===== src/rtl/ula_pkg.sv =====
// ula_pkg: shared constants for the ula_seq operand/opcode driver.
//   - ULA_DW       : ALU data width (only 4 is supported)
//   - OP_ADD..OP_NOT : 3-bit opcodes; bit0/1/2 map onto ALU select x/y/z
//   - state_t      : sequencer state encoding
package ula_pkg;

  localparam int ULA_DW = 4;

  localparam logic [2:0] OP_ADD = 3'd0;
  localparam logic [2:0] OP_SUB = 3'd1;
  localparam logic [2:0] OP_SHL = 3'd2;
  localparam logic [2:0] OP_SHR = 3'd3;
  localparam logic [2:0] OP_AND = 3'd4;
  localparam logic [2:0] OP_OR  = 3'd5;
  localparam logic [2:0] OP_XOR = 3'd6;
  localparam logic [2:0] OP_NOT = 3'd7;

  typedef enum logic [1:0] {
    ST_IDLE  = 2'd0,
    ST_DRIVE = 2'd1,
    ST_RESP  = 2'd2
  } state_t;

endpackage


===== src/rtl/ula_seq_rf.sv =====
// ula_seq_rf: 2**REG_AW x DW register file for the ALU sequencer.
// Ports:
//   clk, rst                  clock, synchronous active-high reset (clears all entries)
//   i_rd_addr_a/b, o_rd_data_a/b  two asynchronous read ports
//   i_wb_en/addr/data         ALU writeback port (wins on address collision)
//   i_ext_en/addr/data        external write port
import ula_pkg::*;

module ula_seq_rf #(
  parameter int REG_AW = 2,
  parameter int DW     = ULA_DW
) (
  input  logic              clk,
  input  logic              rst,
  input  logic [REG_AW-1:0] i_rd_addr_a,
  input  logic [REG_AW-1:0] i_rd_addr_b,
  output logic [DW-1:0]     o_rd_data_a,
  output logic [DW-1:0]     o_rd_data_b,
  input  logic              i_wb_en,
  input  logic [REG_AW-1:0] i_wb_addr,
  input  logic [DW-1:0]     i_wb_data,
  input  logic              i_ext_en,
  input  logic [REG_AW-1:0] i_ext_addr,
  input  logic [DW-1:0]     i_ext_data
);

  localparam int N_REGS = 2**REG_AW;

  logic [DW-1:0] r_mem [N_REGS];

  // The writeback assignment comes last so it overrides an external write
  // to the same entry on the same edge; different entries both update.
  always_ff @(posedge clk) begin
    if (rst) begin
      for (int i = 0; i < N_REGS; i++) r_mem[i] <= '0;
    end else begin
      if (i_ext_en) r_mem[i_ext_addr] <= i_ext_data;
      if (i_wb_en)  r_mem[i_wb_addr]  <= i_wb_data;
    end
  end

  assign o_rd_data_a = r_mem[i_rd_addr_a];
  assign o_rd_data_b = r_mem[i_rd_addr_b];

endmodule


===== src/rtl/ula_seq.sv =====
// ula_seq: operand/opcode driver for the 4-bit ALU (ula).
// Accepts an instruction (IDLE), drives the ALU for one cycle (DRIVE),
// captures S into the register file and the result port, then holds the
// result until it is consumed (RESP).
// Ports:
//   clk, rst                         clock, synchronous active-high reset
//   instr_valid/ready, instr_op/ra/rb/rd  instruction handshake
//   wr_en/addr/data                  external register write (any state)
//   alu_a/b, alu_x/y/z, alu_s        ALU interface (x/y/z = op bit 0/1/2)
//   res_valid/ready, res_data/rd     result handshake
//   err                              sticky self-check error
// Optional: define ULA_SEQ_CHECK_EN to build a reference model that flags
// any ALU result differing from the expected value; otherwise err is 0.
import ula_pkg::*;

module ula_seq #(
  parameter int REG_AW = 2,
  parameter int DW     = ULA_DW
) (
  input  logic              clk,
  input  logic              rst,
  input  logic              instr_valid,
  output logic              instr_ready,
  input  logic [2:0]        instr_op,
  input  logic [REG_AW-1:0] instr_ra,
  input  logic [REG_AW-1:0] instr_rb,
  input  logic [REG_AW-1:0] instr_rd,
  input  logic              wr_en,
  input  logic [REG_AW-1:0] wr_addr,
  input  logic [DW-1:0]     wr_data,
  output logic [DW-1:0]     alu_a,
  output logic [DW-1:0]     alu_b,
  output logic [2:0]        alu_x,
  output logic [2:0]        alu_y,
  output logic [2:0]        alu_z,
  input  logic [DW-1:0]     alu_s,
  output logic              res_valid,
  input  logic              res_ready,
  output logic [DW-1:0]     res_data,
  output logic [REG_AW-1:0] res_rd,
  output logic              err
);

  state_t            r_state;
  state_t            w_state_nxt;
  logic              w_accept;
  logic              w_wb_en;
  logic [DW-1:0]     w_rf_a;
  logic [DW-1:0]     w_rf_b;
  logic [DW-1:0]     r_alu_a;
  logic [DW-1:0]     r_alu_b;
  logic [2:0]        r_op;
  logic [REG_AW-1:0] r_rd;
  logic              r_res_valid;
  logic [DW-1:0]     r_res_data;

  ula_seq_rf #(.REG_AW(REG_AW), .DW(DW)) u_rf (
    .clk        (clk),
    .rst        (rst),
    .i_rd_addr_a(instr_ra),
    .i_rd_addr_b(instr_rb),
    .o_rd_data_a(w_rf_a),
    .o_rd_data_b(w_rf_b),
    .i_wb_en    (w_wb_en),
    .i_wb_addr  (r_rd),
    .i_wb_data  (alu_s),
    .i_ext_en   (wr_en),
    .i_ext_addr (wr_addr),
    .i_ext_data (wr_data)
  );

  always_comb begin
    w_state_nxt = r_state;
    instr_ready = 1'b0;
    w_accept    = 1'b0;
    w_wb_en     = 1'b0;
    case (r_state)
      ST_IDLE: begin
        instr_ready = 1'b1;
        w_accept    = instr_valid;
        if (instr_valid) w_state_nxt = ST_DRIVE;
      end
      ST_DRIVE: begin
        w_wb_en     = 1'b1;
        w_state_nxt = ST_RESP;
      end
      ST_RESP: begin
        if (res_ready) w_state_nxt = ST_IDLE;
      end
      default: w_state_nxt = ST_IDLE;
    endcase
  end

  // Operands are sampled from the register file at accept; an external
  // write landing on the same edge is not forwarded.
  always_ff @(posedge clk) begin
    if (rst) begin
      r_state     <= ST_IDLE;
      r_alu_a     <= '0;
      r_alu_b     <= '0;
      r_op        <= '0;
      r_rd        <= '0;
      r_res_valid <= 1'b0;
      r_res_data  <= '0;
    end else begin
      r_state <= w_state_nxt;
      if (w_accept) begin
        r_alu_a <= w_rf_a;
        r_alu_b <= w_rf_b;
        r_op    <= instr_op;
        r_rd    <= instr_rd;
      end
      if (w_wb_en) begin
        r_res_data  <= alu_s;
        r_res_valid <= 1'b1;
      end else if (r_state == ST_RESP && res_ready) begin
        r_res_valid <= 1'b0;
      end
    end
  end

  assign alu_a     = r_alu_a;
  assign alu_b     = r_alu_b;
  assign alu_x     = {2'b00, r_op[0]};
  assign alu_y     = {2'b00, r_op[1]};
  assign alu_z     = {2'b00, r_op[2]};
  assign res_valid = r_res_valid;
  assign res_data  = r_res_data;
  assign res_rd    = r_rd;

`ifdef ULA_SEQ_CHECK_EN
  logic r_err;

  // Shifts by b >= DW fall out of the DW-wide result and give 0.
  function automatic logic [DW-1:0] ref_result(input logic [DW-1:0] a,
                                               input logic [DW-1:0] b,
                                               input logic [2:0]    op);
    case (op)
      OP_ADD:  return a + b;
      OP_SUB:  return a - b;
      OP_SHL:  return a << b;
      OP_SHR:  return a >> b;
      OP_AND:  return a & b;
      OP_OR:   return a | b;
      OP_XOR:  return a ^ b;
      default: return ~a;
    endcase
  endfunction

  always_ff @(posedge clk) begin
    if (rst) begin
      r_err <= 1'b0;
    end else if (w_wb_en && (alu_s != ref_result(r_alu_a, r_alu_b, r_op))) begin
      r_err <= 1'b1;
    end
  end

  assign err = r_err;
`else
  assign err = 1'b0;
`endif

endmodule


===== config.mk =====
export PLATFORM = sky130hd
export DESIGN_NAME = ula_seq
export DESIGN_NICKNAME = d
export VERILOG_FILES = /design/src/rtl/ula_pkg.sv /design/src/rtl/ula_seq_rf.sv /design/src/rtl/ula_seq.sv
export SDC_FILE = /design/constraint.sdc
export NUM_CORES = 1
export LEC_CHECK = 0
export ABC_AREA = 1
export CAP_MARGIN = 10
export CORE_UTILIZATION = 44
export CTS_CLUSTER_SIZE = 10
export DETAILED_ROUTE_END_ITERATION = 16
export PLACE_DENSITY = 0.76
export SYNTH_ARGS = -nofsm -noshare
export SYNTH_HDL_FRONTEND = slang
export SYNTH_SLANG_ARGS = --single-unit

===== constraint.sdc =====
create_clock -name clk -period 1.15 [get_ports clk]
set_input_delay 0.2875 -clock clk [delete_from_list [all_inputs] [get_ports clk]]
set_output_delay 0.2875 -clock clk [all_outputs]
set_load 0.01 [all_outputs]

After elaboration in Yosys (flattened, before gate mapping)
Memory sizes are Yosys's and may differ from the RTL's. A register that Yosys moved wholly into a read port is not among the register bits.
Index checks and enable logic that the tools add are counted.
- output and inout port bits: 26
- input bits: 24
- logic and storage cells: 38
- register bits: 12
- RAM bits: 16
- memories kept: 1
- memories (name ; words ; width ; rd ports ; clocked after Yosys merged registers in ; wr ports ; line ; RTL):
    u_rf.r_mem ; 4 ; 4 ; 2 ; 2 ; 4 ; ula_seq_rf.sv:29 ; logic [DW-1:0] r_mem [N_REGS];
- equal/unequal tests: 4
- multiplexer cells: 22
- reductions and logical operators: 6
- operator list (kind ; count):
    $mux 1 ; 15
    $mux 2 ; 4
    $mux 4 ; 2
    $reduce_or 4->1 ; 2
    $pmux 2 s3 ; 1
    $ne 2x2->1 const B ; 2
    $eq 2x1->1 const B ; 1
    $eq 2x2->1 const B ; 1
    $logic_not 2->1 ; 1
    $reduce_and 2->1 ; 1
    $reduce_bool 2->1 ; 1
    $logic_and 1x1->1 ; 1

Longest topological paths before layout
- depth after elaboration: 7
- gate-level depth with buffers: 7
- mapped depth without buffers: 6

Cells and area by module
From an unflattened synthesis, not the netlist that was laid out.
- cell total of the unflattened synthesis: 259
- area total of the unflattened synthesis: 2013.2 um^2
- modules (own cells, without submodules) (module ; sequential area each (um^2) ; area an instance (um^2) ; times used ; cells an instance):
    ula_seq_rf ; 480.5 ; 1137.3 ; 1 ; 148
    ula_seq ; 400.4 ; 875.8 ; 1 ; 111

Least setup slack after synthesis
OpenSTA, ideal clock, no wires.
- path type: flip-flop to flip-flop
- start point: register r_rd[0], in the netlist res_rd[0]
- end point: memory u_rf.r_mem[1][0] in the netlist's numbering (enable)
- path buffers: 1
- path slack: -0.164 ns
- data arrival time: 1.007 ns
- setup time: 0.307 ns
- cell stages (with the launch flop): 6
- clock period less this slack: 1.314 ns
- required time: 0.843 ns
- cell sequence: dfxtp_1 -> buf_4 -> inv_1 -> nor2_4 -> nand2_4 -> nand2_1
- RTL lines (what ; line ; RTL):
    start, declared ; ula_seq.sv:53 ; logic [REG_AW-1:0] r_rd;
    start signal, assigned ; ula_seq.sv:111 ; r_rd <= instr_rd;
    end, declared ; ula_seq_rf.sv:29 ;

==> results.py <==
metrics = {
    "setup_path": {
        "critPathCaptureType": "register",
        "crit_slowest_cell": "dfxtp_2",
        "cpLargestDelayFamily": "simple AND/OR/NAND/NOR gates",
        "crit_path_max_fanout": 8,
        "critPathBufInv": 2,
        "cp_data_arrival_time_ns": 1.24,
        "crit_chain": "inv_2 -> nand2_4 -> nor2_4 -> buf_12 -> nand3_4 -> nand3_4",
        "crit_path_max_incr_delay_ns": 0.34,
        "crit_path_start_kind": "register",
        "setup.worst_path.class": "reg2reg",
        "cpMostUsedCell": "nand3_4",
        "critical_path_required_ns": 1.16,
    },
    "detailed_routing": {
        "finalWirelength_mm": 5.10,
        "ant_nets": 0,
        "dr.pass1.iters": 4,
        "detailroute.via_count": 1988,
        "post_drt_via_cell_ratio": 5.07,
        "drcViolationCount": 0,
        "routedWlPerCell_um": 13.0,
        "detail_route.iter0.violations": 141,
    },
    "logic_synthesis": {
        "yosys_warns": 0,
        "synth_seq_cells": 36,
        "netlist-cell-type-count": 21,
        "synthCells": 269,
        "netlist_area_um2": 2000,
        "avgSynthCellArea_um2": 7.43,
        "synth.yosys.seq_area_share_pct": 44.1,
    },
    "die": {
        "pin_count": 50,
        "fp.coreArea_um2": 4350,
        "std_cell_rows": 24,
        "initial_utilization_pct": 45.9,
        "dieArea_um2": 4810,
        "die_width_um": 69.4,
        "die-height_um": 69.4,
    },
    "layout": {
        "final_nets": 363,
        "drive_above_1_share_pct": 33.8,
        "fillers": 363,
        "stdcell_count": 392,
        "postLayoutCoreUtil_pct": 65.6,
        "area.growth.synth_to_final_pct": 42.9,
        "antennaDiodeCount": 0,
    },
    "job": {
        "timing.max_cap.violations": 0,
    },
    "global_routing": {
        "number_of_global_route_vias_before_repair": 1962,
        "initial_antenna_violation_count": 0,
        "groute.usage.overall_pct": 22.4,
        "first_pass_grt_wire_length_mm": 8.51,
        "grt_max_degree": 16,
        "grt.overflow.total": 0,
    },
    "clocking": {
        "cts_hold_buffers": 0,
        "cts.sinks": 36,
        "worst_skew_pair.late_latency_ns": 0.30,
        "clkSlewWorstSetupHoldPaths_ns": 0.07,
        "clock_tree_from_tritoncts": "built",
        "cts_buffer_depth": 2,
        "cts_made_buffers": 5,
        "cts_root_buf": "clkbuf_8",
        "cts-htree-levels": 2,
    },
    "timing": {
        "finalSetupViolCount": 33,
        "final_critical_path_setup_slack_ns": -0.0801,
        "finalMaxSlewViolations": 0,
        "finalWorstPathRequiredPeriod_ns": 1.23,
        "fin_skew_ns": 0.00484,
        "grt_setup_unrepaired": "yes",
        "timing.final.crit_share_pct": 107,
        "hold_fails_final_rpt": 0,
        "sum_of_negative_setup_slack_ns": -1.13,
        "fmax_mhz": 813,
    },
    "placed_design": {
        "hpwlAfterDp_mm": 3.54,
        "port_buffers": 42,
        "number_of_placed_instances_taps_included": 376,
        "place.gp.congestion": 0.836,
    },
    "status": {
        "outcome": "complete, but fails checks",
        "failed_checks": "negative setup slack",
    },
    "worst_hold_path": {
        "worst_hold_path_type": "in2reg",
    },
    "power_and_ir_drop": {
        "power-per-cell-area_nw_per_um2": 1170,
        "irDropWorstVdd_mv": 0.898,
        "total_leakage_power_nw": 1.33,
    },
}
-- final timing paths --
check,cells past startpoint,slack (ns),from,end
setup / recovery,6,-0.08,r_state[1]$_SDFFE_PP0P_,u_rf.r_mem[3][0]$_DFFE_PP_
hold reg to reg,2,0.48,r_op[2]$_SDFFE_PP0P_,r_op[2]$_SDFFE_PP0P_
setup reg to reg,6,-0.08,r_state[1]$_SDFFE_PP0P_,u_rf.r_mem[3][0]$_DFFE_PP_
hold / removal,3,0.36,rst,r_state[1]$_SDFFE_PP0P_
-- worst register-to-register path, delay by kind of cell, from the launching register on --
kind                   cells  cell delay, ns
buffers and inverters      2            0.21
flip-flops                 1            0.34
AND/OR/NAND/NOR            4            0.40
-- cell type report --
type / instances / area, um2 / share of cell area, %
well taps: 52 / 65.1 / 2.28
inverters: 24 / 96.3 / 3.37
clock buffers: 5 / 68.8 / 2.41
multi-input cells: 198 / 1050 / 36.9
repair buffers: 74 / 626 / 21.9
clock inverters: 3 / 42.5 / 1.49
flip-flops and latches: 36 / 902 / 31.6
-- cell usage after synthesis --
library cell	count	area, um2
nand2_1	82	308
nand3_1	37	185
nor2_1	31	116
inv_1	22	82.6
dfxtp_1	20	400
edfxtp_1	16	480
nand4_1	9	56.3
o21ai_0	9	45.0
a21oi_1	8	40.0
buf_4	8	60.1
buf_2	5	25.0
buf_6	4	45.0
nand2_2	3	18.8
nor2_2	3	18.8
a21oi_2	2	17.5
inv_2	2	7.51
nand2_4	2	22.5
nand3_4	2	35.0
nor2_4	2	22.5
conb_1	1	3.75
nand3b_1	1	7.51
-- placed cells by master, fill, tap and decap left out, types with 9 or more instances in the layout --
cell and count:
nand2_1 77, nor2_1 29, buf_4 27, nand3_1 26, clkdlybuf4s50_1 19, inv_1 17, edfxtp_1 16, dfxtp_2 14
buf_2 12, nand3_2 9, nand4_1 9, o21ai_0 9
-- what timing repair did --
action	4_1_cts	5_1_grt
gates cloned	1	0
buffers inserted	4	3
resized for setup	72	42
pin swaps	7	5
endpoints found under the setup margin	51	64
-- kinds of logic after synthesis --
group / share of synthesized area [%]
other: 0.188
AND/OR/NAND/NOR: 39.6
AO/OA/AOI/OAI: 5.13
buffers and inverters: 11.0
flip-flops: 44.1
-- per-layer routing --
layer	part of all wire, %	GRT usage (%)	vias up
met5	0	0	-
met4	2.7	9.30	0
met3	5.1	6.25	16
met2	53	41.7	71
met1	40	23.2	904
li1	-	-	997
-- state kept, by name, summed over array words and instances (netlist names) --
name,flops
res_data,4
r_state,2
u_rf.r_mem,16
res_valid,1
r_op,3
alu_a,4
res_rd,2
alu_b,4
-- report_power, final --
group          leakage (nW)  internal, mW  switching (mW)
combinational         0.936         0.325           0.407
clock                0.0541         0.641           0.479
sequential            0.338          1.44          0.0546
total                  1.33          2.41           0.941
-- metrics by stage --
step | instance area, um2 | setup slack, ns | hold WS [ns] | total power [mW]
6_report | 2860 | -0.0801 | 0.365 | 3.35
5_1_grt | 2860 | -0.129 | 0.380 | 3.50
4_1_cts | 2860 | -0.0508 | 0.497 | 3.36
3_5_place_dp | 2640 | -0.588 | 0.482 | 2.24
3_3_place_gp | 2640 | -0.561 | 0.468 | 2.22
2_1_floorplan | 2080 | -0.117 | 0.349 | 1.91
Note: power is estimated with default switching activity, not from simulation.
==> edit (same settings) <==
The option `ULA_SEQ_CHECK_EN` is turned on by a define.
--- a/src/rtl/ula_seq.sv
+++ b/src/rtl/ula_seq.sv
@@ -13,2 +13,4 @@
 // any ALU result differing from the expected value; otherwise err is 0.
+`define ULA_SEQ_CHECK_EN
+
 import ula_pkg::*;
Function: changed (Yosys sat finds a counterexample within 4 cycles, from zero or initial values and one cycle with rst high).
==> edit against the original RTL <==
- the flow still finishes with violations (negative setup slack)
- setup slack got worse by 0.89 ns
- clock power fell by 23%
- critical path depth rose by 12
- via count rose by 56%
- count of clock-buffer cells in the layout rose by 2
- design area rose by 40%
- area after synthesis rose by 30%
- sequential cell count rose by 1
- wire length rose by 62%
- synthesized cell count rose by 41%
- power rose by 19%
- maximum frequency fell by 42%
- critical path type unchanged
- largest cell class unchanged
- largest power group is now combinational cells
==> edit: results (changes against the original RTL) <==
- Status: finished with violations
- Failing checks: negative setup slack
- Worst Skew: 0.00933 ns (+0.00449 ns)
- Fin Setup TNS: -7.37 ns (-6.23 ns)
- Peak VDD IR: 0.515 mV (-43%)
- Setup WS post-layout: -0.971 ns (-0.891 ns)
- Post-synthesis adder-cell area fraction: 0.0702 (+0.0702)
- Worst EP arrival: 2.30 ns (+1.06 ns)
- Placed Instances: 539 (+43%)
- Synthesized instance count: 380 (+41%)
- Vias per cell: 5.51 (+8.7%)
- # setup viols final: 49 (+48%)
- Top reg by flops: u_rf.r_mem
- I/O Buffers: 43 (+2.4%)
- Multiplexer area fraction after synthesis: 0 (unchanged)
- Leakage: 1.81 nW (+36%)
- Crit-path max FO: 2 (-6)
- Layout cells sized above 1: 0.327 (-0.0110)
- Gr usage total: 0.256 (+0.0322)
- Largest net degree at the start of global routing: 28 (+12)
- First-pass GRT wire length: 12500 um (+47%)
- Dpl hpwl: 5640 um (+59%)
- Drt first pass iters: 6 (+2)
- Wire length per cell: 14.7 um (+13%)
- Synth cell count leaders: nand2_1 (62), o21ai_0 (59), nand3_1 (53), inv_1 (47), nor2_1 (42)
- Gpl congestion: 1.02 (+22%)
- Vias in the first global route: 2822 (+44%)
- Synth Area in XOR/XNOR: 0.00336 (+0.00336)
- Register area share after synthesis: 0.346 (-0.0948)
- Synth cell types: 28 (+33%)
- Hold WC Path Type: flop to flop
edit: changes by cell type after synthesis, moves of 3 or more:
cell,change
clkbuf_1,+5
inv_1,+25
buf_2,-4
buf_6,-3
nor2_1,+11
a21oi_1,+21
nand2_1,-20
nand3_1,+16
o21ai_0,+50
nand2_2,-3
ha_1,+13
edit: worst paths after layout:
kind	start	to	slack (ns)	cells past startpoint
max reg2reg	alu_b[1]	err	-0.97	18
min	res_valid	res_valid	0.46	2
max	alu_b[1]	err	-0.97	18
min reg2reg	res_valid	res_valid	0.46	2
edit: final cells by class:
cell class / instances / area (um2)
clock buffer: 7 / 76.3
tap: 72 / 90.1
inverter: 51 / 199
sequential: 37 / 926
clock inverter: 1 / 5.00
fill: 445 / 1610
timing repair buffer: 107 / 990
multi-input combinational: 286 / 1710
edit: routing by layer:
metal / vias up / wire (um) / track usage
li1: 1486 / - / -
met1: 1417 / 3190 / 0.288
met2: 168 / 4190 / 0.458
met3: 22 / 659 / 0.0414
met4: 0 / 224 / 0.142
met5: - / 0 / 0
edit: metrics by stage:
step / utilization / cell area [um2]
CTS: 0.694 / 3890
global placement: 0.652 / 3660
finish: 0.713 / 4000
floorplan: - / 2800
global route: 0.713 / 4000
detailed placement: 0.652 / 3660
edit: cell families (layout without fill, tap and decap cells):
group / count (synthesis) / after routing
xor+xnor: 1 / 1
buf+inv: 66 / 166
fa+ha+maj: 14 / 14
simple gates: 170 / 174
flops: 37 / 37
other cells: 1 / 6
compound gates: 91 / 91
edit: repair_timing:
item                       4_1_cts  5_1_grt
buffers inserted                 6        6
gates resized for setup        110       51
setup endpoints to repair       71       60
pin swaps                        5        4
gates cloned                     4        2
edit: where the power goes:
group	switching [W]	internal, W	total, W
logic	0.000862	0.000716	0.00158
clock network	0.000438	0.000425	0.000863
registers	0.0000739	0.00149	0.00156
total	0.00137	0.00263	0.00400
edit: critical path, stage by stage (launching register included):
cell and delay, ns:
dfxtp_4 0.36, inv_2 0.04, ha_1 0.26, nand2_1 0.07
o21ai_2 0.10, inv_1 0.08, ha_1 0.28, nand2_1 0.08
nor2_1 0.04, nor2_1 0.12, inv_1 0.06, nand2_1 0.06
nand3_1 0.06, nand2_1 0.08, nand2_1 0.06, nand2_1 0.05
nand3_1 0.06, o21bai_1 0.12, nand2_1 0.06
